## config.mk

```make
export PLATFORM = sky130hd
export DESIGN_NAME = mem_program_loader
export DESIGN_NICKNAME = d
export VERILOG_FILES = /design/src/rtl/mem_program_loader.sv
export SDC_FILE = /design/constraint.sdc
export NUM_CORES = 1
export LEC_CHECK = 0
export BUFFER_PORTS_ARGS = -buffer_cell sky130_fd_sc_hd__buf_2
export CAP_MARGIN = 10
export CELL_PAD_IN_SITES_DETAIL_PLACEMENT = 1
export CELL_PAD_IN_SITES_GLOBAL_PLACEMENT = 2
export CORE_MARGIN = 5
export CORE_UTILIZATION = 29
export DETAILED_ROUTE_END_ITERATION = 10
export PLACE_DENSITY_LB_ADDON = 0.1
export SLEW_MARGIN = 10
export SYNTH_ARGS = -nofsm -noshare
export SYNTH_HDL_FRONTEND = slang
export SYNTH_SLANG_ARGS = --single-unit
```

## constraint.sdc

```tcl
create_clock -name clk -period 2.65 [get_ports clk]
set_input_delay 0.53 -clock clk [delete_from_list [all_inputs] [get_ports clk]]
set_output_delay 0.53 -clock clk [all_outputs]
set_load 0.02 [all_outputs]
```

## src/rtl/mem_program_loader.sv

```systemverilog
`default_nettype none
// ============================================================================
//  Module      : mem_program_loader
//  Description : Collects a byte stream over valid/ready, packs it into
//                little-endian 32-bit words and writes them to the program
//                memory at consecutive word-aligned byte addresses.
//  Revision    : 1.0  initial release
// ============================================================================
module mem_program_loader #(
    parameter int unsigned DEPTH_WORDS = 512,
    parameter logic [31:0] BASE_ADDR   = 32'h0000_0000
) (
    input  logic        clk,
    input  logic        rst_n,
    input  logic        start,
    input  logic [9:0]  word_count,
    input  logic [7:0]  byte_in,
    input  logic        byte_valid,
    output logic        byte_ready,
    output logic [31:0] addr_bus,
    output logic [31:0] data_bus,
    output logic        write_enable,
    output logic        busy,
    output logic        done,
    output logic        error
);

    typedef enum logic [1:0] {
        S_IDLE    = 2'd0,
        S_COLLECT = 2'd1,
        S_WRITE   = 2'd2,
        S_DONE    = 2'd3
    } state_t;

    // One bit wider than word_count so a depth of 1024 would still compare correctly
    localparam logic [10:0] c_depth = 11'(DEPTH_WORDS);

    state_t      r_state;
    logic [9:0]  r_count;
    logic [9:0]  r_index;
    logic [1:0]  r_byte_cnt;

    logic        w_count_bad;
    logic        w_byte_fire;
    logic [9:0]  w_index_next;

    assign w_count_bad  = (word_count == 10'd0) || ({1'b0, word_count} > c_depth);
    assign w_byte_fire  = byte_valid && byte_ready;
    assign w_index_next = r_index + 10'd1;

    // Loader FSM; every output is registered so the memory sees glitch-free strobes
    always_ff @(posedge clk or negedge rst_n) begin
        if (!rst_n) begin
            r_state      <= S_IDLE;
            r_count      <= 10'd0;
            r_index      <= 10'd0;
            r_byte_cnt   <= 2'd0;
            byte_ready   <= 1'b0;
            addr_bus     <= BASE_ADDR;
            data_bus     <= 32'd0;
            write_enable <= 1'b0;
            busy         <= 1'b0;
            done         <= 1'b0;
            error        <= 1'b0;
        end else begin
            case (r_state)
                S_IDLE, S_DONE: begin
                    if (start) begin
                        if (w_count_bad) begin
                            // Rejected request: flag it, forget any prior completion
                            error   <= 1'b1;
                            done    <= 1'b0;
                            r_state <= S_IDLE;
                        end else begin
                            r_count    <= word_count;
                            r_index    <= 10'd0;
                            r_byte_cnt <= 2'd0;
                            addr_bus   <= BASE_ADDR;
                            done       <= 1'b0;
                            error      <= 1'b0;
                            busy       <= 1'b1;
                            byte_ready <= 1'b1;
                            r_state    <= S_COLLECT;
                        end
                    end
                end

                S_COLLECT: begin
                    if (w_byte_fire) begin
                        // Byte k lands in lane k (little-endian)
                        data_bus[{r_byte_cnt, 3'b000} +: 8] <= byte_in;
                        r_byte_cnt <= r_byte_cnt + 2'd1;
                        if (r_byte_cnt == 2'd3) begin
                            byte_ready   <= 1'b0;
                            write_enable <= 1'b1;
                            r_state      <= S_WRITE;
                        end
                    end
                end

                S_WRITE: begin
                    // Single-cycle strobe; addr/data stay put until the next word starts
                    write_enable <= 1'b0;
                    r_index      <= w_index_next;
                    if (w_index_next == r_count) begin
                        busy    <= 1'b0;
                        done    <= 1'b1;
                        r_state <= S_DONE;
                    end else begin
                        r_byte_cnt <= 2'd0;
                        byte_ready <= 1'b1;
                        addr_bus   <= BASE_ADDR + {20'd0, w_index_next, 2'b00};
                        r_state    <= S_COLLECT;
                    end
                end

                default: begin
                    r_state <= S_IDLE;
                end
            endcase
        end
    end

endmodule
`default_nettype wire

```

### After elaboration in Yosys (flattened, before gate mapping)

Index checks and enable logic that the tools add are counted.

* register bits after elaboration: 93
* logic and storage cells: 81
* output and inout port bits: 69

* reductions and logical operators: 18
* bitwise operators: 1
* shifts and indexed selects: 2
* muxes and demuxes: 34
* $lt $le $gt $ge: 1
* eq/ne operators: 11
* add/subtract/negate cells: 3

Operators by type and width (count)
* $mux 32: 3
* $pmux 32 s2: 1
* $bwmux 32: 1
* $shift 8x7->32 const A: 1
* $shiftx 8x7->32: 1
* $mux 10: 2
* $pmux 10 s2: 1
* $mux 2: 8
* $reduce_and 3->1: 5
* $mux 1: 12
* $ne 2x2->1 const B: 6
* $pmux 2 s3: 2
* $reduce_and 4->1: 3
* $add 10x1->10 const B: 1
* $eq 10x10->1: 1
* $gt 10x10->1 const B: 1
* $logic_not 10->1: 1
* $neg 5->7: 1
* $eq 2x2->1 const B: 3
* $pmux 1 s2: 3
* $reduce_and 5->1: 1
* $reduce_and 2->1: 2
* $reduce_bool 2->1: 2
* $pmux 1 s3: 1
* 7 further kinds: 7

### Longest topological paths before layout

Gate-level depths: netlist of the first run.

* depth in word-level cells: 5
* depth in mapped cells: 10
* mapped depth without buffers: 8

### Least setup slack after synthesis of the first run

Ideal clock, no wire load.

* path type: register -> register
* start: register r_index[0]
* end: register addr_bus[10]
* path buffers: 2
* arrival time: 2593 ps
* required time: 2522 ps
* setup slack: -70 ps
* cell stages (with the launch flop): 11
* path through: dfrtp_1 -> ha_1 -> and3_1 -> buf_2 -> xnor3_1 -> a2111oi_2 -> nand2_1 -> o31ai_4 -> or2_4 -> buf_8 -> mux2_1

* cells in the longest elaborated chain, start to end: 4

Ends and longest elaborated chain
* start, declared: line 40 `logic [9:0] r_index;`
* start signal, assigned: line 104 `r_index <= w_index_next;`
* $add 10x1->10 (*): line 49 `assign w_index_next = r_index + 10'd1;`
* $eq 10x10->1: line 105 `if (w_index_next == r_count) begin`
* $ne 2x2->1 (no source line)
* $reduce_and 4->1 (no source line)
* end signal, assigned: line 112 `addr_bus <= BASE_ADDR + {20'd0, w_index_next, 2'b00};`
* end, declared: line 20 `output logic [31:0] addr_bus,`

Mark *: on every way between the ends. The rest lies on a longest branch, timed or not. The select of a mux whose other input is x is not followed.
A chain may end at the register's enable or synchronous reset.

### Final worst setup path of the first run

Ends and elaborated chain as after synthesis.

==> results of run 1 <==
## cells by family after synthesis
family | count (synthesis) | share of synthesized area, %
muxes | 23 | 6.68
and+or+nand+nor | 137 | 17.0
other | 1 | 0.101
xor gates and xnor gates | 15 | 4.26
adders and majority gates | 9 | 3.02
DFF | 71 | 47.7
AOI/OAI and AO/OA | 81 | 13.4
buffers and inverters | 53 | 7.96
## layout make-up
| class | instances | area, µm² |
|---|---|---|
| multi-input combinational | 287 | 1800 |
| clock buffer | 10 | 229 |
| inverter | 15 | 56.3 |
| clock inverter | 5 | 50.0 |
| fill | 1522 | 7850 |
| sequential | 71 | 1780 |
| tap | 172 | 215 |
| timing repair buffer | 103 | 641 |
## cells in the final DEF (no fill, tap or decap), types with 3 or more instances in the layout
| cell | netlist | final |
|---|---|---|
| o21ai_0 | 41 | 39 |
| a31oi_1 | 9 | 9 |
| a21oi_1 | 11 | 11 |
| o21ai_1 | 1 | 3 |
| ha_1 | 9 | 8 |
| nand2_1 | 88 | 88 |
| nor3b_1 | 3 | 3 |
| mux2i_1 | 8 | 8 |
| buf_4 | 22 | 32 |
| nor2b_1 | 3 | 3 |
| dfrtp_1 | 71 | 69 |
| clkinv_2 | 0 | 4 |
| a22o_1 | 5 | 5 |
| or3_1 | 4 | 4 |
| buf_2 | 3 | 68 |
| inv_1 | 14 | 14 |
| xor2_1 | 4 | 4 |
| nor3_1 | 4 | 4 |
| buf_12 | 0 | 3 |
| mux2_1 | 4 | 3 |
| nand3_1 | 8 | 7 |
| xnor2_1 | 9 | 8 |
| nor2_1 | 12 | 12 |
| conb_1 | 1 | 22 |
| mux2_2 | 11 | 10 |
| clkbuf_16 | 0 | 9 |
## metrics by stage
step	hold slack [ns]	setup slack [ns]	TNS (ns)
after floorplan	0.234	0.00779	0
after global placement	0.457	-0.0460	-0.235
after detailed placement	0.465	-0.0898	-0.580
after CTS	0.238	0.0369	0
after global routing	0.280	-0.00369	-0.00428
final	0.226	0.113	0
## power groups by stage
stage / registers [mW] / clock network (mW) / logic [mW]
after floorplan: 1.11 / 0 / 0.0760
after detailed placement: 1.11 / 0 / 0.119
after CTS: 1.10 / 1.23 / 0.119
after global placement: 1.11 / 0 / 0.118
final: 1.10 / 1.18 / 0.119
after global routing: 1.10 / 1.28 / 0.133
## registers in the layout (all words and copies together), names as in the netlist
signal,count
r_byte_cnt,2
byte_ready,1
done,1
write_enable,1
r_index,10
r_state,2
r_count,10
addr_bus,10
data_bus,32
busy,1
error,1
## per-layer routing
layer	up-vias	share of wire, %	wire length, µm	global-route usage [%]
li1	1486	-	-	-
met1	1458	43	4480	17.5
met2	59	50	5160	25.0
met3	14	4.6	475	2.88
met4	0	1.9	191	6.02
met5	-	0	0	0
## cell usage after synthesis (all sizes together) (5+ instances only)
library cell and number:
a21oi 12, a22o 5, a31oi 9, buf 26
clkbuf 12, dfrtp 71, ha 9, inv 15
mux2 15, mux2i 8, nand2 88, nand3 8
nor2 13, o21ai 42, xnor2 9
## worst max-delay path by stage
stage                     cells past startpoint     startpoint  slack [ns]      endpoint
after floorplan                               8  word_count[2]       0.008  addr_bus[10]
after global placement                        8  word_count[2]       -0.05   addr_bus[6]
after detailed placement                      8  word_count[2]       -0.09   addr_bus[6]
after CTS                                     8     r_index[0]        0.04  addr_bus[10]
after global routing                         10     r_index[0]      -0.004   addr_bus[9]
final                                         9     r_index[0]        0.11  addr_bus[10]
## repair_timing
item | in CTS | in global routing
setup buffers | 0 | 1
resized for setup | 0 | 13
setup endpoints to repair | 0 | 11
==> flow_summary.json, run 1 <==
{
  "cts-htree-levels": 3,
  "synth_flop_cell": "dfrtp_1",
  "post-place-cells": 647,
  "die_x_um": 123,
  "cts_sinks": 71,
  "fmax_mhz": 394,
  "max_stage_delay_ns": 0.43,
  "max_cap_violations": 0,
  "p_sw_mw": 0.556,
  "portBuffers": 68,
  "cp_top_family": "compound AO/OA/AOI/OAI gates",
  "dpl_cell_area_um2": 4440,
  "final_cell_area_um2": 4770,
  "initial_core_util_pct": 29.5,
  "final_util_pct": 37.8,
  "crit_type": "reg2reg",
  "p_seq_share_pct": 45.8,
  "reg2reg_from": "r_index[0]",
  "arrival_ns": 2.75,
  "tightest_slew_ns": 0.672,
  "first_pass_iters": 4,
  "grt_usage_pct": 14.5,
  "required_ns": 2.87,
  "p_clk_share_pct": 49.3,
  "ios": 91,
  "crit_path_cell_trace": "ha_2 > and3_4 > buf_4 > nand3_4 > o2111ai_2 > a2111o_1 > o31ai_4 > or2_4 > mux2_1",
  "crit_buf_inv": 1,
  "critPathLaunchType": "register",
  "grt_pass1_wl_mm": 16.6,
  "syn_area_um2": 3730,
  "post_drt_wl_per_cell_um": 15.6,
  "cts_tree": "done",
  "hold_viol": 0,
  "hold_path.class": "in2async",
  "power.density_nw_per_um2": 502,
  "synth.distinct_cells": 49,
  "synthCells": 390,
  "synth-seq-cells": 71,
  "first_global_vias": 3126,
  "cts_hold_buf": 0,
  "overflow": 0,
  "reg2regPathDepth": 9,
  "crit_fanout": 7,
  "power_switching_share_pct": 23.2,
  "max-vdd-ir-drop_v": 0.000191,
  "async_reset_ff_share_pct": 100,
  "drive_gt1_share_pct": 30.1,
  "p_int_mw": 1.84,
  "r2r-end": "addr_bus[10]",
  "antenna_left": 0,
  "netlist.area_leader.share_pct": 47.7,
  "synth_edf_count": 0,
  "vias": 3017,
  "synth.avg_cell_area_um2": 9.56,
  "static-leakage-power_nw": 2.37,
  "status": "completed",
  "rsz0062_at_grt": "true",
  "cts-root-buf": "clkbuf_16",
  "ys_seq_area_share_pct": 47.7,
  "die_y_um": 123,
  "finalCritPeriodShare_pct": 95.7,
  "core-area_um2": 12600,
  "rows": 41,
  "gp_congestion": 0.829,
  "die_area_um2": 15200,
  "maxSlewViolCount": 0,
  "area_growth_pct": 27.9,
  "grt_max_degree": 46,
  "n_antenna_cell": 0,
  "p_total_mw": 2.39,
  "drc": 0,
  "synthTopCellsByArea": "dfrtp_1 48%, nand2_1 8.9%, o21ai_0 5.5%",
  "yosys_warnings": 0,
  "combPwrFrac_pct": 5.0,
  "totalWireLength_mm": 10.3,
  "dp_hpwl_mm": 7.92,
  "cts_buffer_depth": 2,
  "max_slew_margin_pct": 55.2,
  "crit_slowest_cell": "a2111o_1",
  "first_iter_violations": 139,
  "vias_per_cell": 4.55,
  "cts_made_buffers": 9,
  "antenna_found_initial": 0,
  "yosys.area.top_type": "dfrtp_1",
  "finalSetupViolCount": 0,
  "clk_pin_slew_worst_paths_ns": 0.06,
  "period_minus_slack_ns": 2.54,
  "clkLatencyLatePin_ns": 0.34,
  "fin_worst_skew_ns": 0.00546,
  "fin_cells": 663,
  "cp-end-kind": "register",
  "rrSetupSlack_ns": 0.11,
  "fin_nets": 518
}
Power figures use the tool's default switching activity.
==> run 2: changes to the inputs <==
CORE_MARGIN = default   (was 5)
CORE_UTILIZATION = 35   (was 29)
clock period = 3.3 ns   (was 2.65 ns; I/O delays follow)
==> flow_summary.json, run 2 (synthesized netlist as in run 1, its figures left out) <==
{
  "status": "completed",
  "crit_buf_inv": 0,
  "arrival_ns": 3.23,
  "die_area_um2": 11100,
  "n_antenna_cell": 0,
  "cts_buffer_depth": 2,
  "crit_path_cell_trace": "ha_1 > and3_1 > xnor3_1 > a2111oi_2 > nand2_1 > o31ai_4 > or2_4 > mux2_1",
  "die_y_um": 105,
  "fin_nets": 492,
  "cts_resized": 0,
  "crit_type": "reg2reg",
  "dp_hpwl_mm": 7.10,
  "grtUsageMet3_pct": 3.43,
  "post_cts_buffers": 0,
  "power.density_nw_per_um2": 373,
  "required_ns": 3.53,
  "r2r-end": "addr_bus[2]",
  "combPwrFrac_pct": 5.5,
  "cp-end-kind": "register",
  "max_slew_margin_pct": 36.1,
  "vias": 2926,
  "clkLatencyLatePin_ns": 0.35,
  "grt_usage_pct": 18.6,
  "hold_viol": 0,
  "cp_top_family": "simple AND/OR/NAND/NOR gates",
  "crit_fanout": 11,
  "crit_slowest_cell": "dfrtp_1",
  "p_sw_mw": 0.388,
  "p_total_mw": 1.61,
  "critPathLaunchType": "register",
  "rows": 37,
  "antenna_found_initial": 0,
  "cts_made_buffers": 9,
  "ff_latch_area_um2": 1780,
  "rsz0062_at_grt": "false",
  "cts-root-buf": "clkbuf_8",
  "met1_usage_pct": 23.1,
  "reg2regPathDepth": 8,
  "fmax_mhz": 334,
  "fillers": 1229,
  "core-area_um2": 10300,
  "gp_congestion": 0.771,
  "p_clk_share_pct": 40.2,
  "final_cell_mix": "88 x nand2_1, 71 x dfrtp_1, 68 x buf_2",
  "ios": 91,
  "max_stage_delay_ns": 0.46,
  "max-vdd-ir-drop_v": 0.000129,
  "clk_pin_slew_worst_paths_ns": 0.08,
  "p_seq_share_pct": 54.3,
  "totalWireLength_mm": 9.33,
  "max_cap_violations": 0,
  "tns_ns": 0,
  "first_global_vias": 3046,
  "cts_tree": "done",
  "finalCritPeriodShare_pct": 90.7,
  "vias_per_cell": 4.87,
  "hold_path.class": "in2async",
  "cts-htree-levels": 3,
  "largest_reg_flops": 32,
  "post_drt_wl_per_cell_um": 15.5,
  "use_met2_pct": 31.5,
  "top_register": "data_bus",
  "antenna_left": 0,
  "first_pass_iters": 4,
  "period_minus_slack_ns": 2.99,
  "static-leakage-power_nw": 2.17,
  "overflow": 0,
  "area_growth_pct": 16.2,
  "drc": 0,
  "portBuffers": 68,
  "power_switching_share_pct": 24.0,
  "cts_hold_buf": 0,
  "layout_commonest_cell": "nand2_1",
  "first_iter_violations": 73,
  "top_usage_layer": "met2",
  "grt_max_degree": 38,
  "reg2reg_from": "r_index[1]",
  "p_int_mw": 1.23,
  "maxSlewViolCount": 0,
  "fin_worst_skew_ns": 0.00793,
  "initial_core_util_pct": 36.1,
  "drive_gt1_share_pct": 23.9,
  "rrSetupSlack_ns": 0.31,
  "grt_pass1_wl_mm": 15.8,
  "finalSetupViolCount": 0,
  "die_x_um": 105,
  "tightest_slew_ns": 0.956,
  "cts_sinks": 71,
  "multi_input_area_um2": 1730
}
-- run 2: changes by cell type in the layout (fill, tap and decap cells not counted), moves of 2 or more --
cell,delta
dfrtp_2,-2
clkbuf_1,+2
clkbuf_16,-9
clkinv_2,-4
buf_12,-2
clkbuf_8,+12
dfrtp_1,+2
o21ai_0,+2
buf_4,-24
o21ai_1,-2
mux2_4,-2
-- run 2: layout make-up --
class	count	area share (%)
Sequential cell	71	41.0
Multi-Input combinational cell	287	40.0
Timing Repair Buffer	77	9.70
Clock buffer	15	4.07
Tap cell	136	3.93
Inverter	15	1.30
-- run 2: worst register-to-register path, stage by stage, from the launching register on --
cell and delay [ns]:
dfrtp_1 0.46, ha_1 0.32, and3_1 0.30, xnor3_1 0.26
a2111oi_2 0.38, nand2_1 0.16, o31ai_4 0.36, or2_4 0.29
mux2_1 0.35
-- run 2: how the worst max path moves through the flow --
stage | start | end | cells past startpoint
floorplan | word_count[2] | addr_bus[10] | 8
global placement | r_index[1] | addr_bus[7] | 8
detailed placement | word_count[2] | r_index[3] | 9
CTS | r_index[1] | addr_bus[2] | 8
global route | r_index[1] | addr_bus[7] | 8
finish | r_index[1] | addr_bus[2] | 8
-- run 2: metal layers --
layer | share of wire (%) | wire, µm
met5 | 0 | 0
met4 | 1.6 | 148
met3 | 4.0 | 373
met2 | 50 | 4630
met1 | 45 | 4170
-- run 2: through the flow --
stage          worst slack (ns)  utilization, %  cell area, µm²  instances  hold slack [ns]
6_report                  0.306            42.0            4330        601            0.447
4_1_cts                   0.268            42.0            4330        601            0.484
2_1_floorplan             0.488               -            3810        411            0.364
5_1_grt                  0.0859            42.0            4330        601            0.502
3_5_place_dp              0.163            40.3            4160        586            0.467
3_3_place_gp              0.239            40.3            4160        586            0.455
-- run 2: power groups by stage --
stage                     Combinational, mW  Sequential, mW  Clock (mW)
after floorplan                      0.0601           0.894           0
after global placement               0.0906           0.894           0
after detailed placement             0.0911           0.894           0
after CTS                            0.0913           0.877       0.677
after global routing                  0.100           0.877       0.721
final                                0.0886           0.878       0.649
